--- src/rtl/scalar_wb_arbiter.sv ---
// Writeback arbiter: merges the arith and mul_div result streams into one register-file
// write port. mul_div always wins; colliding arith results wait in an in-order FIFO.
module scalar_wb_arbiter #(
    parameter int XLEN       = 64,
    parameter int FIFO_DEPTH = 2
) (
    input  logic                            clk_i,
    input  logic                            rstn_i,
    input  logic                            kill_i,
    input  logic                            arith_valid_i,
    input  logic [4:0]                      arith_rd_i,
    input  logic [XLEN-1:0]                 arith_result_i,
    input  logic                            mul_div_valid_i,
    input  logic [4:0]                      mul_div_rd_i,
    input  logic [XLEN-1:0]                 mul_div_result_i,
    output logic                            stall_o,
    output logic                            wb_valid_o,
    output logic                            wb_we_o,
    output logic [4:0]                      wb_rd_o,
    output logic [XLEN-1:0]                 wb_result_o,
    output logic                            wb_src_o,
    output logic [$clog2(FIFO_DEPTH):0]     fifo_count_o,
    output logic                            overflow_o
);

    localparam int PTR_W = $clog2(FIFO_DEPTH);
    localparam int CNT_W = PTR_W + 1;

    logic [XLEN-1:0]  data_mem_q [FIFO_DEPTH];
    logic [4:0]       rd_mem_q   [FIFO_DEPTH];

    logic [PTR_W-1:0] wr_ptr_q, wr_ptr_d;
    logic [PTR_W-1:0] rd_ptr_q, rd_ptr_d;
    logic [CNT_W-1:0] count_q, count_d;
    logic             overflow_q, overflow_d;
    logic             wb_valid_q, wb_valid_d;
    logic             wb_we_q, wb_we_d;
    logic             wb_src_q, wb_src_d;
    logic [4:0]       wb_rd_q, wb_rd_d;
    logic [XLEN-1:0]  wb_result_q, wb_result_d;

    logic full, empty, push, pop;

    always_comb begin
        full        = (count_q == CNT_W'(FIFO_DEPTH));
        empty       = (count_q == '0);
        pop         = 1'b0;
        wb_valid_d  = 1'b0;
        wb_src_d    = 1'b0;
        wb_rd_d     = '0;
        wb_result_d = '0;

        // Priority: mul_div (cannot wait) > buffered arith > bypassed arith.
        if (mul_div_valid_i) begin
            wb_valid_d  = 1'b1;
            wb_src_d    = 1'b1;
            wb_rd_d     = mul_div_rd_i;
            wb_result_d = mul_div_result_i;
        end else if (!empty) begin
            pop         = 1'b1;
            wb_valid_d  = 1'b1;
            wb_rd_d     = rd_mem_q[rd_ptr_q];
            wb_result_d = data_mem_q[rd_ptr_q];
        end else if (arith_valid_i) begin
            wb_valid_d  = 1'b1;
            wb_rd_d     = arith_rd_i;
            wb_result_d = arith_result_i;
        end

        // An arith that lost arbitration is queued unless the FIFO is full (then dropped).
        push = arith_valid_i && !full && (mul_div_valid_i || !empty);

        overflow_d = overflow_q | (arith_valid_i & full & ~kill_i);
        wr_ptr_d   = push ? wr_ptr_q + PTR_W'(1) : wr_ptr_q;
        rd_ptr_d   = pop  ? rd_ptr_q + PTR_W'(1) : rd_ptr_q;
        case ({push, pop})
            2'b10:   count_d = count_q + CNT_W'(1);
            2'b01:   count_d = count_q - CNT_W'(1);
            default: count_d = count_q;
        endcase

        if (kill_i) begin
            push        = 1'b0;
            wr_ptr_d    = '0;
            rd_ptr_d    = '0;
            count_d     = '0;
            wb_valid_d  = 1'b0;
            wb_src_d    = 1'b0;
            wb_rd_d     = '0;
            wb_result_d = '0;
        end

        wb_we_d = wb_valid_d && (wb_rd_d != 5'd0);
    end

    always_ff @(posedge clk_i or negedge rstn_i) begin
        if (!rstn_i) begin
            wr_ptr_q    <= '0;
            rd_ptr_q    <= '0;
            count_q     <= '0;
            overflow_q  <= 1'b0;
            wb_valid_q  <= 1'b0;
            wb_we_q     <= 1'b0;
            wb_src_q    <= 1'b0;
            wb_rd_q     <= '0;
            wb_result_q <= '0;
        end else begin
            wr_ptr_q    <= wr_ptr_d;
            rd_ptr_q    <= rd_ptr_d;
            count_q     <= count_d;
            overflow_q  <= overflow_d;
            wb_valid_q  <= wb_valid_d;
            wb_we_q     <= wb_we_d;
            wb_src_q    <= wb_src_d;
            wb_rd_q     <= wb_rd_d;
            wb_result_q <= wb_result_d;
        end
    end

    // Storage needs no reset: occupancy is governed solely by count_q.
    always_ff @(posedge clk_i) begin
        if (push) begin
            data_mem_q[wr_ptr_q] <= arith_result_i;
            rd_mem_q[wr_ptr_q]   <= arith_rd_i;
        end
    end

    assign stall_o      = full;
    assign wb_valid_o   = wb_valid_q;
    assign wb_we_o      = wb_we_q;
    assign wb_src_o     = wb_src_q;
    assign wb_rd_o      = wb_rd_q;
    assign wb_result_o  = wb_result_q;
    assign fifo_count_o = count_q;
    assign overflow_o   = overflow_q;

endmodule

--- config.mk ---
export PLATFORM = sky130hd
export DESIGN_NAME = scalar_wb_arbiter
export DESIGN_NICKNAME = d
export VERILOG_FILES = /design/src/rtl/scalar_wb_arbiter.sv
export SDC_FILE = /design/constraint.sdc
export NUM_CORES = 1
export LEC_CHECK = 0
export BUFFER_PORTS_ARGS = -buffer_cell sky130_fd_sc_hd__buf_2
export CORE_MARGIN = 2
export CORE_UTILIZATION = 50
export DETAILED_ROUTE_END_ITERATION = 12
export PLACE_DENSITY = 0.74
export SYNTH_ARGS = -nofsm -noshare
export SYNTH_HDL_FRONTEND = slang
export SYNTH_SLANG_ARGS = --single-unit
--- constraint.sdc ---
create_clock -name clk_i -period 5.7 [get_ports clk_i]
set_input_delay 0.57 -clock clk_i [delete_from_list [all_inputs] [get_ports clk_i]]
set_output_delay 0.57 -clock clk_i [all_outputs]
set_load 0.05 [all_outputs]
[Yosys cells after proc, flatten, opt, wreduce, memory -nomap -nowiden]
Memory sizes are Yosys's and may differ from the RTL's.
Index checks and enable logic that the tools add are counted.
Storage, ports and cells
  bits in registers: 77
  memory bits (writable): 138
  input port bits: 143
  output and inout port bits: 76
  memories: 2
Operators by class
  add/sub/neg operators: 4
  equal/unequal tests: 3
  muxes and demuxes: 25
  bitwise operators: 4
  reductions and logical operators: 11
Memories
  data_mem_q: depth 2, width 64, read ports 1, clocked after Yosys merged registers in 0, wr ports 1, RTL line 29  | logic [XLEN-1:0] data_mem_q [FIFO_DEPTH];
  rd_mem_q: depth 2, width 5, read ports 1, clocked after Yosys merged registers in 0, wr ports 1, RTL line 30  | logic [4:0] rd_mem_q [FIFO_DEPTH];
Operators with widths (number)
  2-to-1 mux 64 bit: 4
  2-to-1 mux 5 bit: 4
  2-to-1 mux 1 bit: 15
  nonzero test 5 bit: 1
  equality test 2 bit, second input constant: 2
  case mux 2 bit (2 select lines): 1
  nonzero test 2 bit: 2
  logical AND 1 bit: 3
  nonzero test 3 bit: 1
  adder 1 bit, second input constant: 2
  adder 2 x 1 -> 2 bit, second input constant: 1
  AND 1 bit: 2
  equality test 2 x 1 -> 1 bit, second input constant: 1
  logical NOT 1 bit: 2
  logical NOT 2 bit: 1
  2-to-1 mux 2 bit: 1
  subtractor 2 x 1 -> 2 bit, second input constant: 1
  logical OR 1 bit: 1
  NOT 1 bit: 1
  OR 1 bit: 1

[Longest topological paths before layout]
Gate-level depths: netlist (run 1).
  depth in word-level cells: 7
  depth in mapped cells: 7
  gate-level depth less buffers: 5

[Worst setup path after synthesis (run 1)]
No wires, ideal clock.
  path type: input -> register
  start: input port mul_div_valid_i
  end: memory data_mem_q[0][0] (enable)
  library setup time: 0.498 ns
  arrival: 3.946 ns
  setup slack: 1.257 ns
  cell stages on the path: 4
  cell sequence: clkbuf_1 a21o_1 nand2_1 nor2_1
Between the ends
  longest elaborated chain between the ends: 5
RTL lines
  start, declared: RTL line 13  | input logic mul_div_valid_i,
  logical OR 1 bit: RTL line 71  | push = arith_valid_i && !full && (mul_div_valid_i || !empty);
  logical AND 1 bit: RTL line 71
  2-to-1 mux 1 bit: RTL line 82  | if (kill_i) begin
  2-to-1 mux 1 bit: RTL line 122  | if (push) begin
  2-to-1 mux 1 bit (implied by the code): RTL line 123  | data_mem_q[wr_ptr_q] <= arith_result_i;
  end, declared: RTL line 29
No other way between the ends.

[Final worst setup path (run 1)]
  start: register rd_ptr_q
  end: register wb_we_q (netlist: wb_we_o)
Between the ends
  longest elaborated chain between the ends: 6
RTL lines
  start, declared: RTL line 33  | logic [PTR_W-1:0] rd_ptr_q, rd_ptr_d;
  start signal, assigned: RTL line 109  | rd_ptr_q <= rd_ptr_d;
  memory (2 x 5 bit)
  2-to-1 mux 5 bit: RTL line 59  | end else if (!empty) begin
  2-to-1 mux 5 bit: RTL line 54  | if (mul_div_valid_i) begin
  2-to-1 mux 5 bit: RTL line 82
  via wb_rd_d[1]: RTL line 39  | logic [4:0] wb_rd_q, wb_rd_d;
  nonzero test 5 bit: RTL line 93  | wb_we_d = wb_valid_d && (wb_rd_d != 5'd0);
  logical AND 1 bit: RTL line 93
  via wb_we_d: RTL line 37  | logic wb_we_q, wb_we_d;
  end signal, assigned: RTL line 113  | wb_we_q <= wb_we_d;
  end, declared: RTL line 37
The timed path passes the listed nets, and every way through them passes these cells.
A chain may end at the register's enable or synchronous reset.

==> metrics.log, run 1 <==
[metrics] result of the run: complete, no violations
[metrics] FF+latch count, synth: 215
[metrics] worst clock skew: 0.0111 ns
[metrics] number of vias in the routed layout: 5416
[metrics] type of element capturing the critical path: flip-flop
[metrics] EDFF count, synth: 138
[metrics] overall die height: between 100 and 150 um
[metrics] worst reg2reg path startpoint: rd_ptr_q
[metrics] Max Fanout on Critical Path: 70
[metrics] area occupied by multi-input gates: ~2000 um^2
[metrics] measured slew at the worst slew-check pin: 1.01 ns
[metrics] setup repair after global routing missed its margin: no
[metrics] maximum number of buffers from clock root to sink: 3
[metrics] post-layout instance area: 10300 um^2
[metrics] number of cells produced by synthesis: 498
[metrics] GRT overflow: 0
[metrics] via count of the first global-routing pass: 5876
[metrics] wire length per cell after detailed routing: 19.8 um
[metrics] relative slew slack: 0.326
[metrics] final number of max-transition violations: 0
[metrics] net count after synthesis: about 640
[metrics] commonest non-fill, non-tap cell in the layout: buf_2
[metrics] CTS buffer count: 22
[metrics] top area cells in the synthesized netlist: edfxtp_1, dfrtp_1, a222oi_1
[metrics] count of max-cap constraint violations: 0
[metrics] critical path required time: 6.07 ns
[metrics] row count: 46
[metrics] cts-stage hold buffer count: 0
[metrics] top-level port count: 219
[metrics] post-synthesis instance area: between 8000 and 9000 um^2
[metrics] worst path arrival time: 3.06 ns
[metrics] post-CTS setup repair buffer count: 0
[metrics] setup TNS: 0 ns
[metrics] unique cell type count in the Yosys netlist: 34
[metrics] clock edge transition at the registers on the reported setup and hold paths: 0.06 ns
[metrics] floorplan die width: 132 um
[metrics] Setup crit start: rd_ptr_q
[metrics] sequential element share of the synthesized area: 0.743
[metrics] core area: 15900 um^2
[metrics] highest-delay cell along the critical path: dfrtp_4
[metrics] DRC violation count after routing: 0
[metrics] clock sinks: ~220
[metrics] detailed-routing iteration count for the pre-antenna-repair pass: 10
[metrics] cell area after placement: 9460 um^2
[metrics] mean number of vias per cell: approximately 5.7
[metrics] GRT Total Usage: 0.217
[metrics] maximum level of the CTS H-tree: 1
[metrics] maximum number of pins on one net before global-route repair: 78
[metrics] Total Power: ~0.0038 W
[metrics] Finish-stage setup viols: 0
[metrics] 1st-iter DRT viols: a little over 700
[metrics] area grow syn2layout: 25.7%
[metrics] wire length of the first global-routing pass: just over 30 mm
[metrics] initial antenna violation count: 4
[metrics] clock tree from TritonCTS: yes
[metrics] Register Area: about 6100 um^2
[metrics] Critical Path Start Type: flip-flop
[metrics] achievable frequency: 371 MHz
[metrics] top cell type by total area after synthesis: edfxtp_1
[metrics] Post-Syn Area per Cell: 16.4 um^2
[metrics] portion of the clock cycle consumed by the worst path in the final layout: 0.473
[metrics] R2R cell count: 5
[metrics] path category of the worst min-delay check: in -> async
[metrics] starting density of the core: 0.512
[metrics] type of the worst setup path: reg -> reg
[metrics] Max IR drop VDD: 0.224 mV
[metrics] count of endpoints failing hold in the final timing report: 0
[metrics] Clock Root Buffer: clkbuf_16
[metrics] min cycle time layout: 2.69 ns
[metrics] Synth warnings: 0
[metrics] share of Yosys cell area claimed by the top area cell type: 0.507
[metrics] floorplan die area: approximately 17000 um^2
[metrics] number of nets with antenna violations after routing: 0
[metrics] Power Dens Cells: 367 nW/um^2
[metrics] global placer's final weighted congestion: about 0.8
[metrics] Leak: approximately 4.3 nW
[metrics] number of filler instances in the final layout: approximately 1200
[metrics] count of placed standard cells including taps: 901
[metrics] Routed Wire Length: about 19 mm
[metrics] Cell Chain, Critical Path: mux2i_1, nor4_1, a221o_1, or3b_1, or4_1
[metrics] Finished Layout Cells: about 940
[metrics] largest stage delay on the critical path: 1.09 ns
[metrics] share of flip-flops with an asynchronous set or reset after synthesis: 0.358
[metrics] Clock Latency Late Sink: 0.50 ns
[metrics] highest-count cells in the layout ignoring fill and taps: buf_2, edfxtp_1, dfrtp_1
[metrics] most instantiated flip-flop cell in the synthesis netlist: edfxtp_1
[metrics] final-stage net count: roughly 850
[metrics] placed wire-length estimate: 11.9 mm
[metrics] Resized Gates After CTS: 0
[metrics] total of buffers placed on input and output ports: 218
[metrics] fraction of final layout cells with drive strength greater than 1: 0.451
## worst max-delay path: cells and delay by family (launching register included)
kind | cells | cell delay, ns
DFF | 1 | 1.09
muxes | 1 | 0.29
AOI/OAI and AO/OA | 1 | 0.31
and+or+nand+nor | 3 | 0.86
## kinds of logic (layout without fill, tap and decap cells)
logic type / after synthesis / count (layout) / share of synthesized area
xor+xnor: 3 / 3 / 0.00322
mux: 70 / 70 / 0.0954
simple gates: 92 / 92 / 0.0481
other cells: 0 / 1 / 0
compound gates: 79 / 79 / 0.0902
buf+inv: 39 / 266 / 0.0199
flops: 215 / 215 / 0.743
## state kept, by name, summed over array words and instances, names as in the netlist
signal	cells
data_mem_q	128
fifo_count_o	2
overflow_o	1
rd_mem_q	10
rd_ptr_q	1
wb_rd_o	5
wb_result_o	64
wb_src_o	1
wb_valid_o	1
wb_we_o	1
wr_ptr_q	1
## through the flow
step                hold WS, ns   util  worst slack, ns
global placement          0.451  0.593             3.00
detailed placement        0.443  0.593             2.92
floorplan                 0.274      -             1.26
global route              0.262  0.644             2.87
finish                    0.230  0.644             3.01
CTS                       0.258  0.644             3.01
## metal layers
layer	vias up	track usage	part of all wire	wire length, um
li1	2412	-	-	-
met1	2661	0.273	0.39	7340
met2	308	0.379	0.50	9240
met3	31	0.0507	0.093	1720
met4	4	0.0622	0.015	283
met5	-	0	0.0014	26
## power by group
group          switching (W)  leakage (nW)  internal, W
clock network       0.000595         0.389     0.000971
registers          0.0000328          2.27      0.00174
logic               0.000295          1.60     0.000144
## worst paths after layout
| kind | end | slack (ns) |
|---|---|---|
| worst max-delay path | wb_we_o | 3.01 |
| worst min-delay path | wb_result_o[41] | 0.23 |
| worst max register to register | wb_we_o | 3.01 |
| worst min register to register | overflow_o | 0.45 |
| max in group asynchronous | rd_ptr_q | 4.73 |
| min in group clk_i | data_mem_q[0][36] | 0.28 |
## cell type report
cell class,instances,area share
clock buffers,23,0.0560
well taps,216,0.0263
multi-input cells,244,0.191
diodes,1,0.000244
repair buffers,225,0.112
clock inverters,17,0.0231
inverters,1,0.000365
flip-flops and latches,215,0.591
## Yosys cell counts (all sizes together) (3+ instances only)
cell	n
edfxtp	138
dfrtp	77
nor2	74
a222oi	63
mux2	63
clkbuf	31
buf	7
mux2i	7
o21ai	4
a21oi	3
a22oi	3
nand2	3
nor2b	3
Power figures use the tool's default switching activity.
==> inputs of run 2 (changes only) <==
clock period = 2.55 ns   (was 5.7 ns; I/O delays follow)
==> run 2 against run 1 <==
Compared with the run above:
- critical path depth unchanged
- total power is 110% higher
- hold slack got worse by 0.19 ns
- global-route usage increased by 1.4 points
- die area stayed put
- clock power rose by 94%
- clock skew fell by 0.0025 ns
- worst setup slack worse by 2.5 ns
- core utilization up 4.2 points
- sequential share of layout area shrank 3.6 points
- clock-buffer cell count up 9
- critical path type unchanged
- critical endpoint unchanged
- largest power group unchanged
==> metrics.log, run 2 (synthesis gave the netlist of run 1 again) <==
[metrics] result of the run: complete, no violations
[metrics] largest stage delay on the critical path: between 0.4 and 0.5 ns
[metrics] maximum number of buffers from clock root to sink: 3
[metrics] count of buffering cells on the critical path with inverters included: 0
[metrics] Routed Wire Length: 20.2 mm
[metrics] measured slew at the worst slew-check pin: approximately 0.76 ns
[metrics] clock edge transition at the registers on the reported setup and hold paths: around 0.060 ns
[metrics] DRC violation count after routing: 0
[metrics] setup TNS: 0 ns
[metrics] area grow syn2layout: 33.9%
[metrics] max FFs per register: roughly 130
[metrics] floorplan die width: ~130 um
[metrics] clock sinks: approximately 220
[metrics] achievable frequency: 482 MHz
[metrics] worst clock skew: roughly 0.0086 ns
[metrics] detailed-routing iteration count for the pre-antenna-repair pass: 12
[metrics] wire length per cell after detailed routing: 19.9 um
[metrics] core area: between 15000 and 20000 um^2
[metrics] starting density of the core: 0.512
[metrics] overall die height: 132 um
[metrics] CTS buffer count: 22
[metrics] final number of max-transition violations: 0
[metrics] total of buffers placed on input and output ports: 218
[metrics] Finish-stage setup viols: 0
[metrics] floorplan die area: 17400 um^2
[metrics] count of max-cap constraint violations: 0
[metrics] placed wire-length estimate: 12.3 mm
[metrics] Max Fanout on Critical Path: 9
[metrics] Resized Gates After CTS: 0
[metrics] worst path arrival time: 2.43 ns
[metrics] maximum number of pins on one net before global-route repair: 66
[metrics] count of endpoints failing hold in the final timing report: 0
[metrics] min cycle time layout: 2.07 ns
[metrics] final-stage net count: 929
[metrics] largest register by flop count: data_mem_q
[metrics] Final Hold Slack: 0.0399 ns
[metrics] type of the worst setup path: reg -> reg
[metrics] Clock Root Buffer: clkbuf_16
[metrics] delay-heaviest family, CP: simple AND/OR/NAND/NOR gates
[metrics] Power Dens Cells: 740 nW/um^2
[metrics] commonest non-fill, non-tap cell in the layout: buf_2
[metrics] fraction of final layout cells with drive strength greater than 1: 0.403
[metrics] GRT Total Usage: 0.231
[metrics] highest-count cells in the layout ignoring fill and taps: buf_2, edfxtp_1, dfrtp_1
[metrics] type of element capturing the critical path: flip-flop
[metrics] top-level port count: 219
[metrics] Leak: about 4.5 nW
[metrics] relative slew slack: 0.492
[metrics] row count: 46
[metrics] maximum level of the CTS H-tree: 1
[metrics] global placer's final weighted congestion: 0.845
[metrics] Max IR drop VDD: 0.427 mV
[metrics] path category of the worst min-delay check: in -> reg
[metrics] GRT overflow: 0
[metrics] number of vias in the routed layout: 5768
[metrics] critical path required time: just under 3 ns
[metrics] via count of the first global-routing pass: 6098
[metrics] antenna diode count: 0
[metrics] highest-delay cell along the critical path: dfrtp_1
[metrics] number of nets with antenna violations after routing: 0
[metrics] Critical Path Start Type: flip-flop
[metrics] portion of the clock cycle consumed by the worst path in the final layout: 0.813
[metrics] clock tree from TritonCTS: yes
[metrics] Cell Chain, Critical Path: nor2_1, nor4_1, a221o_1, or3b_1, or4_1
[metrics] mean number of vias per cell: between 5 and 6
[metrics] wire length of the first global-routing pass: roughly 32 mm
[metrics] setup repair after global routing missed its margin: no
[metrics] 1st-iter DRT viols: 571
[metrics] initial antenna violation count: 2
[metrics] Clock Latency Late Sink: 0.49 ns
-- run 2: cell count changes in the layout (fill, tap and decap cells not counted), sizes merged --
cell and delta:
buf +6, diode -1, dlygate4sd3 +71, bufinv -4, clkinvlp -4, clkbuf +9, inv -1
-- run 2: stage by stage --
stage | total power, W | instance area, um^2 | worst slack (ns) | cells | util
3_5_place_dp | 0.00503 | 9540 | 0.482 | 907 | 0.598
2_1_floorplan | 0.00465 | 8180 | 0.121 | 498 | -
4_1_cts | 0.00815 | 10900 | 0.487 | 1018 | 0.686
5_1_grt | 0.00838 | 10900 | 0.348 | 1018 | 0.686
6_report | 0.00810 | 10900 | 0.477 | 1018 | 0.686
3_3_place_gp | 0.00499 | 9540 | 0.521 | 907 | 0.598
-- run 2: area by class of cell --
cell class / instances / area, um^2
fillers: 1122 / 5000
flip-flops and latches: 215 / 6070
well taps: 216 / 270
inverters: 1 / 3.75
repair buffers: 302 / 1940
multi-input cells: 244 / 1960
clock buffers: 32 / 629
clock inverters: 8 / 61.3
-- run 2: path summary, 6_finish.rpt --
path                            startpoint              end  slack [ns]  cells after the start
hold / removal             mul_div_rd_i[1]       wb_rd_o[1]        0.04                      2
setup reg to reg           fifo_count_o[0]          wb_we_o        0.48                      5
setup / recovery           fifo_count_o[0]          wb_we_o        0.48                      5
hold reg to reg                 overflow_o       overflow_o        0.47                      1
min in group asynchronous           rstn_i  wb_result_o[37]        0.36                      2
max in group asynchronous           rstn_i  wb_result_o[63]        1.55                      3
-- run 2: where the power goes --
group          switching [W]  total [W]  leakage [nW]  internal [W]
Sequential         0.0000446    0.00393          2.27       0.00388
Clock                0.00124    0.00305         0.341       0.00181
Combinational       0.000720    0.00112          1.94      0.000403
-- run 2: repair_timing --
action | 4_1_cts | 5_1_grt
endpoints found under the hold margin | 185 | 0
hold buffers | 71 | 0
buffers inserted | 0 | 0
-- run 2: routing by layer --
metal | routed length [um] | track usage
met5 | 16 | 0
met4 | 304 | 0.0646
met2 | 10300 | 0.405
met3 | 1870 | 0.0565
met1 | 7770 | 0.287
-- run 2: worst register-to-register path, stage by stage, from the launching register on --
cell and delay, ns:
dfrtp_1 0.46, nor2_1 0.34, nor4_1 0.11, a221o_1 0.29
or3b_1 0.36, or4_1 0.39
